**config.mk**
```make
export PLATFORM = sky130hd
export DESIGN_NAME = fft4_stream_pp
export DESIGN_NICKNAME = d
export VERILOG_FILES = /design/src/rtl/fft4_stream_pp.sv
export SDC_FILE = /design/constraint.sdc
export NUM_CORES = 1
export LEC_CHECK = 0
export CAP_MARGIN = 20
export CORE_MARGIN = 1
export CORE_UTILIZATION = 55
export DETAILED_ROUTE_END_ITERATION = 8
export PLACE_DENSITY = 0.79
export SYNTH_ARGS = -nofsm -noshare
export SYNTH_HDL_FRONTEND = slang
export SYNTH_SLANG_ARGS = --single-unit
```
**constraint.sdc**
```tcl
create_clock -name clk -period 9.3 [get_ports clk]
set_input_delay 1.86 -clock clk [delete_from_list [all_inputs] [get_ports clk]]
set_output_delay 1.86 -clock clk [all_outputs]
set_load 0.1 [all_outputs]
```
**src/rtl/fft4_stream_pp.sv**
```systemverilog
// Streaming 4-point complex FFT/IFFT: collects four samples, computes the frame
// exactly on the fourth accept and parks it in a two-bank ping-pong output buffer.
module fft4_stream_pp #(
  parameter int IW = 8,
  localparam int OW = IW + 2
) (
  input  logic          clk,
  input  logic          rst,
  input  logic          in_valid,
  output logic          in_ready,
  input  logic [IW-1:0] in_re,
  input  logic [IW-1:0] in_im,
  input  logic          in_inv,
  output logic          out_valid,
  input  logic          out_ready,
  output logic [OW-1:0] out_re,
  output logic [OW-1:0] out_im,
  output logic [1:0]    out_idx,
  output logic          out_last,
  output logic          out_inv
);

  logic [1:0]    count;
  logic [IW-1:0] a_re [3];
  logic [IW-1:0] a_im [3];
  logic          frame_inv;
  logic          wr_ptr, rd_ptr;
  logic [1:0]    rd_idx;
  logic [1:0]    full;
  logic [1:0]    bank_inv;
  logic [OW-1:0] bank_re [2][4];
  logic [OW-1:0] bank_im [2][4];

  logic [OW-1:0] s_re [4];
  logic [OW-1:0] s_im [4];
  logic [OW-1:0] x_re [4];
  logic [OW-1:0] x_im [4];
  logic [OW-1:0] e_re, e_im, o_re, o_im, d0_re, d0_im, d1_re, d1_im;
  logic [OW-1:0] p_re, p_im, m_re, m_im;

  logic accept, transfer;

  assign in_ready  = !(count == 2'd3 && full[wr_ptr]);
  assign accept    = in_valid && in_ready;
  assign out_valid = full[rd_ptr];
  assign transfer  = out_valid && out_ready;
  assign out_re    = bank_re[rd_ptr][rd_idx];
  assign out_im    = bank_im[rd_ptr][rd_idx];
  assign out_inv   = bank_inv[rd_ptr];
  assign out_idx   = rd_idx;
  assign out_last  = (rd_idx == 2'd3);

  // The live input is a3; OW = IW+2 leaves room for the worst-case 4x growth.
  always_comb begin
    for (int i = 0; i < 3; i++) begin
      s_re[i] = {{2{a_re[i][IW-1]}}, a_re[i]};
      s_im[i] = {{2{a_im[i][IW-1]}}, a_im[i]};
    end
    s_re[3] = {{2{in_re[IW-1]}}, in_re};
    s_im[3] = {{2{in_im[IW-1]}}, in_im};
    e_re  = s_re[0] + s_re[2];
    e_im  = s_im[0] + s_im[2];
    o_re  = s_re[1] + s_re[3];
    o_im  = s_im[1] + s_im[3];
    d0_re = s_re[0] - s_re[2];
    d0_im = s_im[0] - s_im[2];
    d1_re = s_re[1] - s_re[3];
    d1_im = s_im[1] - s_im[3];
    p_re  = d0_re + d1_im;
    p_im  = d0_im - d1_re;
    m_re  = d0_re - d1_im;
    m_im  = d0_im + d1_re;
    x_re[0] = e_re + o_re;
    x_im[0] = e_im + o_im;
    x_re[2] = e_re - o_re;
    x_im[2] = e_im - o_im;
    x_re[1] = frame_inv ? m_re : p_re;
    x_im[1] = frame_inv ? m_im : p_im;
    x_re[3] = frame_inv ? p_re : m_re;
    x_im[3] = frame_inv ? p_im : m_im;
  end

  // A write and a free never target the same bank: writing needs the bank empty.
  always_ff @(posedge clk or posedge rst) begin
    if (rst) begin
      count     <= '0;
      frame_inv <= 1'b0;
      wr_ptr    <= 1'b0;
      rd_ptr    <= 1'b0;
      rd_idx    <= '0;
      full      <= '0;
      bank_inv  <= '0;
      for (int i = 0; i < 3; i++) begin
        a_re[i] <= '0;
        a_im[i] <= '0;
      end
      for (int b = 0; b < 2; b++) begin
        for (int i = 0; i < 4; i++) begin
          bank_re[b][i] <= '0;
          bank_im[b][i] <= '0;
        end
      end
    end else begin
      if (accept) begin
        if (count == 2'd3) begin
          for (int i = 0; i < 4; i++) begin
            bank_re[wr_ptr][i] <= x_re[i];
            bank_im[wr_ptr][i] <= x_im[i];
          end
          full[wr_ptr]     <= 1'b1;
          bank_inv[wr_ptr] <= frame_inv;
          wr_ptr           <= ~wr_ptr;
        end else begin
          for (int i = 0; i < 3; i++) begin
            if (count == 2'(i)) begin
              a_re[i] <= in_re;
              a_im[i] <= in_im;
            end
          end
          if (count == 2'd0) frame_inv <= in_inv;
        end
        count <= count + 2'd1;
      end
      if (transfer) begin
        rd_idx <= rd_idx + 2'd1;
        if (rd_idx == 2'd3) begin
          full[rd_ptr] <= 1'b0;
          rd_ptr       <= ~rd_ptr;
        end
      end
    end
  end

endmodule

```
==> impl_table.tex, run 1 <==
\begin{tabular}{lr}
\hline
Metric & Value \\
\hline
\multicolumn{2}{l}{\textbf{Clock tree}} \\
Maximum buffer depth of the clock tree & 3 \\
Root Driver & sky130\_fd\_sc\_hd\_\_clkbuf\_16 \\
CTS sink count & 215 \\
TritonCTS buffer count & 24 \\
Post CTS Setup Buffer Count & 0 \\
Post-cts gate resize count & 0 \\
Clock-pin slew on the worst setup and hold paths & 60 ps \\
TritonCTS clock tree & done \\
Depth of the CTS H-tree & 1 \\
Insertion delay to the later sink of the worst-skew pair & 520 ps \\
Quantity of hold-fixing buffers added after cts & 0 \\
\multicolumn{2}{l}{\textbf{Detailed routing}} \\
DRC viols & 0 \\
Routed WL & 36200 um \\
Post-route ant nets & 0 \\
Routed wire per std cell & 18.5 um \\
Post-DR vias/cell & 5.88 \\
Detailed-router iteration count before antenna repair & 5 \\
Via count & 11506 \\
Initial DRC count & 1107 \\
\multicolumn{2}{l}{\textbf{Logic synthesis}} \\
YS warnings & 0 \\
Avg Synthesized Cell Area & 9.26 um2 \\
Mapped Nets & 1791 \\
Post-synth cell types & 69 \\
Post-synthesis cell area & 14900 um2 \\
Dominant cell type by area after synthesis & sky130\_fd\_sc\_hd\_\_dfrtp\_1 \\
Commonest register cell after synthesis & sky130\_fd\_sc\_hd\_\_dfrtp\_1 \\
Sequential-to-total area share from yosys stat & 0.360 \\
Synthesized instance count & 1613 \\
Main area contributors after synthesis & sky130\_fd\_sc\_hd\_\_dfrtp\_1 (36\%), sky130\_fd\_sc\_hd\_\_ha\_1 (12\%), sky130\_fd\_sc\_hd\_\_o21ai\_0 (7.1\%), sky130\_fd\_sc\_hd\_\_nand2\_1 (6.7\%), sky130\_fd\_sc\_hd\_\_mux4\_2 (5.7\%) \\
Share of the synthesized area in the top cell type & 0.360 \\
Number of register bits inferred by synthesis & 215 \\
Number of synthesized flops with an enable pin & 0 \\
FFs w/ async S/R, synth & 1.00 \\
\multicolumn{2}{l}{\textbf{Place}} \\
Global placement routability congestion & 0.912 \\
Detailed placer's ending HPWL & 26600 um \\
Port Buffers & 46 \\
Cell area after placement & 15500 um2 \\
\multicolumn{2}{l}{\textbf{Setup path}} \\
Endpoint of the worst setup timing path & out\_im[8] \\
Critical R2R Capture & bank\_re[67]\$\_DFFE\_PP0P\_ \\
Crit path capture type & primary output \\
CP max-delay cell & sky130\_fd\_sc\_hd\_\_clkdlybuf4s50\_1 \\
Maximum single-stage delay on the critical path & 970 ps \\
Number of cell instances on the worst register-to-register path & 15 \\
Startpoint of the worst setup timing path & rd\_ptr\$\_DFFE\_PP0P\_ \\
Cell family with the largest share of critical-path delay & buffers and inverters \\
Crit start category & register \\
Crit. path cell count & 4 \\
CP Class & reg2out \\
Buf+Inv Stages, Crit Path & 2 \\
Data required time of the worst path & 7440 ps \\
R2R setup slack & 5460 ps \\
Arrival time worst endpoint & 3390 ps \\
Highest fanout seen on the critical path & 46 \\
Crit-path cells & buf\_4 > mux4\_2 > mux2\_2 > clkdlybuf4s50\_1 \\
R2R Path Start & a\_re[1]\$\_DFFE\_PP0P\_ \\
\multicolumn{2}{l}{\textbf{Timing}} \\
Setup tns final & 0 ps \\
Setup repair after global routing missed its margin & false \\
Setup-failing EPs final & 0 \\
Transition time at the pin with the least slew margin & 1060 ps \\
Final period demand of the worst path & 5250 ps \\
Hold violation count in the final report & 0 \\
Fin crit share & 0.565 \\
Max-slew violation count & 0 \\
Worst clock skew & 7.98 ps \\
Peak Freq & 0.190 GHz \\
Worst slew margin relative to its limit & 0.292 \\
\multicolumn{2}{l}{\textbf{Worst hold path}} \\
Worst Hold Depth & 2 \\
Worst min-delay path category & reg2reg \\
\multicolumn{2}{l}{\textbf{Global routing}} \\
Global routing usage on met2 & 0.416 \\
First-pass GRT wire length & 59100 um \\
Pin count of the biggest net entering global routing & 133 \\
Met1 GRT Util & 0.397 \\
Global-route track usage on met3 & 0.0302 \\
Highest-utilization routing layer at the global route stage & met2 \\
Vias in the first global route & 11057 \\
Global-route congestion overflow total & 0 \\
Total routing resource utilization after global routing & 0.265 \\
Antenna violations before repair & 0 \\
\multicolumn{2}{l}{\textbf{Die}} \\
Boundary Pins & 47 \\
Die width & 167 um \\
Effective utilization at floorplan & 0.567 \\
Area enclosed by the die boundary & 27800 um2 \\
Die Y-Extent & 167 um \\
Rows & 59 \\
Placeable core region & 26400 um2 \\
\multicolumn{2}{l}{\textbf{Finish}} \\
Fill cell count & 2164 \\
Most common cell after layout, fill and taps aside & sky130\_fd\_sc\_hd\_\_nand2\_1 \\
Highest-count cells in the layout ignoring fill and taps & sky130\_fd\_sc\_hd\_\_nand2\_1 (267), sky130\_fd\_sc\_hd\_\_dfrtp\_1 (213), sky130\_fd\_sc\_hd\_\_o21ai\_0 (212) \\
Final antenna diode count & 0 \\
Fraction of final layout cells with drive strength greater than 1 & 0.0844 \\
Final Net Count & 1783 \\
Signed area change from the synthesized netlist to the final layout & 9.69\% \\
Non-Filler Cell Area, Final & 16400 um2 \\
\multicolumn{2}{l}{\textbf{Flow run}} \\
Max cap viols & 0 \\
\multicolumn{2}{l}{\textbf{Outcome}} \\
Outcome & completed \\
\hline
\end{tabular}
==> registers in the layout, indices dropped and copies added, names as in the netlist <==
register	cells
a_im	24
a_re	24
bank_im	78
bank_inv	2
bank_re	78
count	2
frame_inv	1
full	2
out_idx	2
rd_ptr	1
wr_ptr	1
==> how the worst min path moves through the flow <==
| stage | start | endpoint |
|---|---|---|
| floorplan | bank_re[11]$_DFFE_PP0P_ | bank_re[11]$_DFFE_PP0P_ |
| global placement | bank_re[37]$_DFFE_PP0P_ | bank_re[37]$_DFFE_PP0P_ |
| detailed placement | bank_im[71]$_DFFE_PP0P_ | bank_im[71]$_DFFE_PP0P_ |
| CTS | bank_im[71]$_DFFE_PP0P_ | bank_im[71]$_DFFE_PP0P_ |
| global route | bank_im[17]$_DFFE_PP0P_ | bank_im[17]$_DFFE_PP0P_ |
| finish | bank_re[71]$_DFFE_PP0P_ | bank_re[71]$_DFFE_PP0P_ |
==> synth_stat cells (4+ instances only) <==
cell	instances
sky130_fd_sc_hd__nor2_1	54
sky130_fd_sc_hd__buf_2	22
sky130_fd_sc_hd__a21oi_1	67
sky130_fd_sc_hd__xor2_1	37
sky130_fd_sc_hd__o22ai_1	4
sky130_fd_sc_hd__clkbuf_1	55
sky130_fd_sc_hd__xnor2_1	74
sky130_fd_sc_hd__dfrtp_1	215
sky130_fd_sc_hd__nand2_1	267
sky130_fd_sc_hd__mux2i_1	18
sky130_fd_sc_hd__o2111ai_1	5
sky130_fd_sc_hd__o31ai_1	11
sky130_fd_sc_hd__o221ai_1	4
sky130_fd_sc_hd__o21ai_0	212
sky130_fd_sc_hd__or3_1	6
sky130_fd_sc_hd__a211oi_1	4
sky130_fd_sc_hd__nor4_1	4
sky130_fd_sc_hd__nor3_1	26
sky130_fd_sc_hd__mux4_2	38
sky130_fd_sc_hd__fa_1	16
sky130_fd_sc_hd__nand2b_1	28
sky130_fd_sc_hd__nor2b_1	20
sky130_fd_sc_hd__o311ai_0	4
sky130_fd_sc_hd__o21a_1	6
sky130_fd_sc_hd__o21bai_1	19
sky130_fd_sc_hd__mux2_2	33
sky130_fd_sc_hd__nand3_1	9
sky130_fd_sc_hd__ha_1	141
sky130_fd_sc_hd__o211ai_1	4
sky130_fd_sc_hd__buf_1	11
sky130_fd_sc_hd__inv_1	113
sky130_fd_sc_hd__a21o_1	15
sky130_fd_sc_hd__a31oi_1	18
==> cells by family (layout without fill, tap and decap cells) <==
family | count (synthesis) | after routing | synth area share
compound gates | 409 | 409 | 0.163
xor+xnor | 111 | 111 | 0.0651
fa+ha+maj | 157 | 157 | 0.140
buf+inv | 203 | 213 | 0.0531
flops | 215 | 215 | 0.360
mux | 89 | 89 | 0.0943
simple gates | 429 | 429 | 0.125
==> per-stage QoR <==
stage,std cells,hold slack [ps],worst slack [ps],util
after global routing,1958,493,3840,0.621
after detailed placement,1913,463,3570,0.589
final,1958,476,4050,0.621
after floorplan,1613,440,1560,-
after CTS,1957,478,4000,0.620
after global placement,1913,456,3650,0.589
==> per-layer routing <==
metal	part of all wire	up-vias
met5	0	-
met4	0.013	0
li1	-	5506
met3	0.058	39
met1	0.47	5606
met2	0.45	355
==> worst register-to-register path, delay by kind of cell (launching register included) <==
family	cells	cell delay (ps)
AOI/OAI and AO/OA	7	1590
adders and majority gates	2	690
and+or+nand+nor	3	580
DFF	1	430
buffers and inverters	2	270
xor gates and xnor gates	1	200
==> layout make-up <==
class	instances	area [um2]	area share
tap	335	419	0.0256
timing repair buffer	55	548	0.0335
clock inverter	7	66.3	0.00405
sequential	215	5380	0.329
inverter	114	435	0.0266
multi-input combinational	1195	8780	0.536
clock buffer	37	751	0.0458
Power of run 1 is left out: the tool's default activity adds up to more than one toggle a clock period on the data nets, which glitch-free logic cannot reach.
==> run 2: changes to the inputs <==
==> constraint.sdc (replaced) <==
create_clock -name clk -period 5 [get_ports clk]
set_input_delay 1 -clock clk [delete_from_list [all_inputs] [get_ports clk]]
set_output_delay 1 -clock clk [all_outputs]
set_load 0.1 [all_outputs]
==> impl_table.tex, run 2 (synthesis gave the netlist of run 1 again) <==
\begin{tabular}{lr}
\hline
Metric & Value \\
\hline
\multicolumn{2}{l}{\textbf{Outcome}} \\
Outcome & completed \\
\multicolumn{2}{l}{\textbf{Global routing}} \\
Antenna violations before repair & 0 \\
Global-route congestion overflow total & 0 \\
Pin count of the biggest net entering global routing & 104 \\
Total routing resource utilization after global routing & 0.268 \\
First-pass GRT wire length & 59700 um \\
Vias in the first global route & 11340 \\
\multicolumn{2}{l}{\textbf{Timing}} \\
Final period demand of the worst path & 4420 ps \\
Setup repair after global routing missed its margin & false \\
Setup tns final & 0 ps \\
Max-slew violation count & 0 \\
Setup-failing EPs final & 0 \\
Worst hold-check slack & 472 ps \\
Worst clock skew & 7.77 ps \\
Fin crit share & 0.883 \\
Worst slew margin relative to its limit & 0.286 \\
Peak Freq & 0.226 GHz \\
Transition time at the pin with the least slew margin & 1070 ps \\
Hold violation count in the final report & 0 \\
\multicolumn{2}{l}{\textbf{Clock tree}} \\
TritonCTS buffer count & 24 \\
Post CTS Setup Buffer Count & 0 \\
Maximum buffer depth of the clock tree & 3 \\
Depth of the CTS H-tree & 1 \\
Root Driver & sky130\_fd\_sc\_hd\_\_clkbuf\_16 \\
CTS sink count & 215 \\
Post-cts gate resize count & 0 \\
TritonCTS clock tree & done \\
Insertion delay to the later sink of the worst-skew pair & 520 ps \\
Clock-pin slew on the worst setup and hold paths & 60 ps \\
Quantity of hold-fixing buffers added after cts & 0 \\
\multicolumn{2}{l}{\textbf{Finish}} \\
Non-Filler Cell Area, Final & 16500 um2 \\
Signed area change from the synthesized netlist to the final layout & 10.8\% \\
Final cell count without fillers & 1967 \\
Biggest regs & bank\_im x78, bank\_re x78 \\
FF+latch area & 5380 um2 \\
Most common cell after layout, fill and taps aside & sky130\_fd\_sc\_hd\_\_nand2\_1 \\
Area used by multi-input combinational logic & 8780 um2 \\
Fraction of final layout cells with drive strength greater than 1 & 0.0913 \\
Fill cell count & 2152 \\
Final antenna diode count & 0 \\
Final Net Count & 1793 \\
Highest-count cells in the layout ignoring fill and taps & sky130\_fd\_sc\_hd\_\_nand2\_1 (267), sky130\_fd\_sc\_hd\_\_dfrtp\_1 (213), sky130\_fd\_sc\_hd\_\_o21ai\_0 (212) \\
\multicolumn{2}{l}{\textbf{Detailed routing}} \\
Routed WL & 36300 um \\
Detailed-router iteration count before antenna repair & 5 \\
Initial DRC count & 1007 \\
Met2 routed wirelength & 16300 um \\
Routed met3 length & 2130 um \\
Routed wire per std cell & 18.4 um \\
Post-route ant nets & 0 \\
Met1 routed wirelength after detailed routing & 17000 um \\
Via count & 11536 \\
Top layer used by detailed routing & met4 \\
DRC viols & 0 \\
Post-DR vias/cell & 5.86 \\
\multicolumn{2}{l}{\textbf{Place}} \\
Port Buffers & 46 \\
Detailed placer's ending HPWL & 27300 um \\
Global placement routability congestion & 0.922 \\
Cell area after placement & 15700 um2 \\
Post-placement cell count & 1923 \\
\multicolumn{2}{l}{\textbf{Die}} \\
Effective utilization at floorplan & 0.567 \\
Die Y-Extent & 167 um \\
Boundary Pins & 47 \\
Rows & 59 \\
Area enclosed by the die boundary & 27800 um2 \\
Die width & 167 um \\
Placeable core region & 26400 um2 \\
\multicolumn{2}{l}{\textbf{Setup path}} \\
R2R Path Start & a\_re[1]\$\_DFFE\_PP0P\_ \\
CP Class & in2reg \\
Startpoint of the worst setup timing path & in\_re[0] \\
Crit start category & primary input \\
Data required time of the worst path & 5440 ps \\
Arrival time worst endpoint & 4850 ps \\
Crit path capture type & register \\
Highest fanout seen on the critical path & 5 \\
\multicolumn{2}{l}{\textbf{Flow run}} \\
Max cap viols & 0 \\
\multicolumn{2}{l}{\textbf{Worst hold path}} \\
Worst min-delay path category & reg2reg \\
Launch point of the worst hold path & bank\_re[71]\$\_DFFE\_PP0P\_ \\
\hline
\end{tabular}
## run 2: cell count changes in the layout (fill, tap and decap cells not counted), sizes merged
cell | previous run | this run
clkbuf | 37 | 30
clkinvlp | 1 | 3
buf | 9 | 20
clkinv | 4 | 7
inv | 115 | 113
clkdlybuf4s50 | 46 | 45
bufinv | 1 | 4
## run 2: cell type report
| type | count | share of cell area |
|---|---|---|
| Multi-Input combinational cell | 1195 | 0.531 |
| Sequential cell | 215 | 0.325 |
| Timing Repair Buffer | 65 | 0.0413 |
| Clock buffer | 30 | 0.0408 |
| Inverter | 114 | 0.0261 |
| Tap cell | 335 | 0.0253 |
| Clock inverter | 13 | 0.0105 |
## run 2: per-layer routing
metal | global-route usage | up-vias
met1 | 0.390 | 5602
met2 | 0.418 | 341
li1 | - | 5542
met4 | 0.0700 | 0
met5 | 0 | -
met3 | 0.0428 | 51
## run 2: path summary, 6_finish.rpt
path	end	slack (ps)	cells past startpoint
max	bank_im[49]$_DFFE_PP0P_	580	16
min	bank_re[71]$_DFFE_PP0P_	470	2
max reg2reg	bank_re[49]$_DFFE_PP0P_	1190	15
min reg2reg	bank_re[71]$_DFFE_PP0P_	470	2
max in group asynchronous	bank_im[58]$_DFFE_PP0P_	3050	3
min in group asynchronous	bank_re[31]$_DFFE_PP0P_	960	2
## run 2: critical path: stages
cell,delay (ps)
sky130_fd_sc_hd__clkdlybuf4s50_1,540
sky130_fd_sc_hd__ha_1,160
sky130_fd_sc_hd__inv_1,60
sky130_fd_sc_hd__fa_1,390
sky130_fd_sc_hd__a21o_1,170
sky130_fd_sc_hd__a21oi_1,290
sky130_fd_sc_hd__o21bai_1,110
sky130_fd_sc_hd__a21oi_1,240
sky130_fd_sc_hd__xnor2_1,140
sky130_fd_sc_hd__ha_1,430
sky130_fd_sc_hd__inv_2,100
sky130_fd_sc_hd__a221oi_2,270
sky130_fd_sc_hd__a31oi_1,110
sky130_fd_sc_hd__a2111o_1,470
sky130_fd_sc_hd__o21a_1,210
sky130_fd_sc_hd__a21oi_1,150
## run 2: per-stage QoR
step,worst slack [ps],utilization
after floorplan,444,-
after global placement,190,0.594
after detailed placement,165,0.594
after CTS,640,0.627
after global routing,422,0.628
final,585,0.628
Power of run 2 is left out for the same reason.
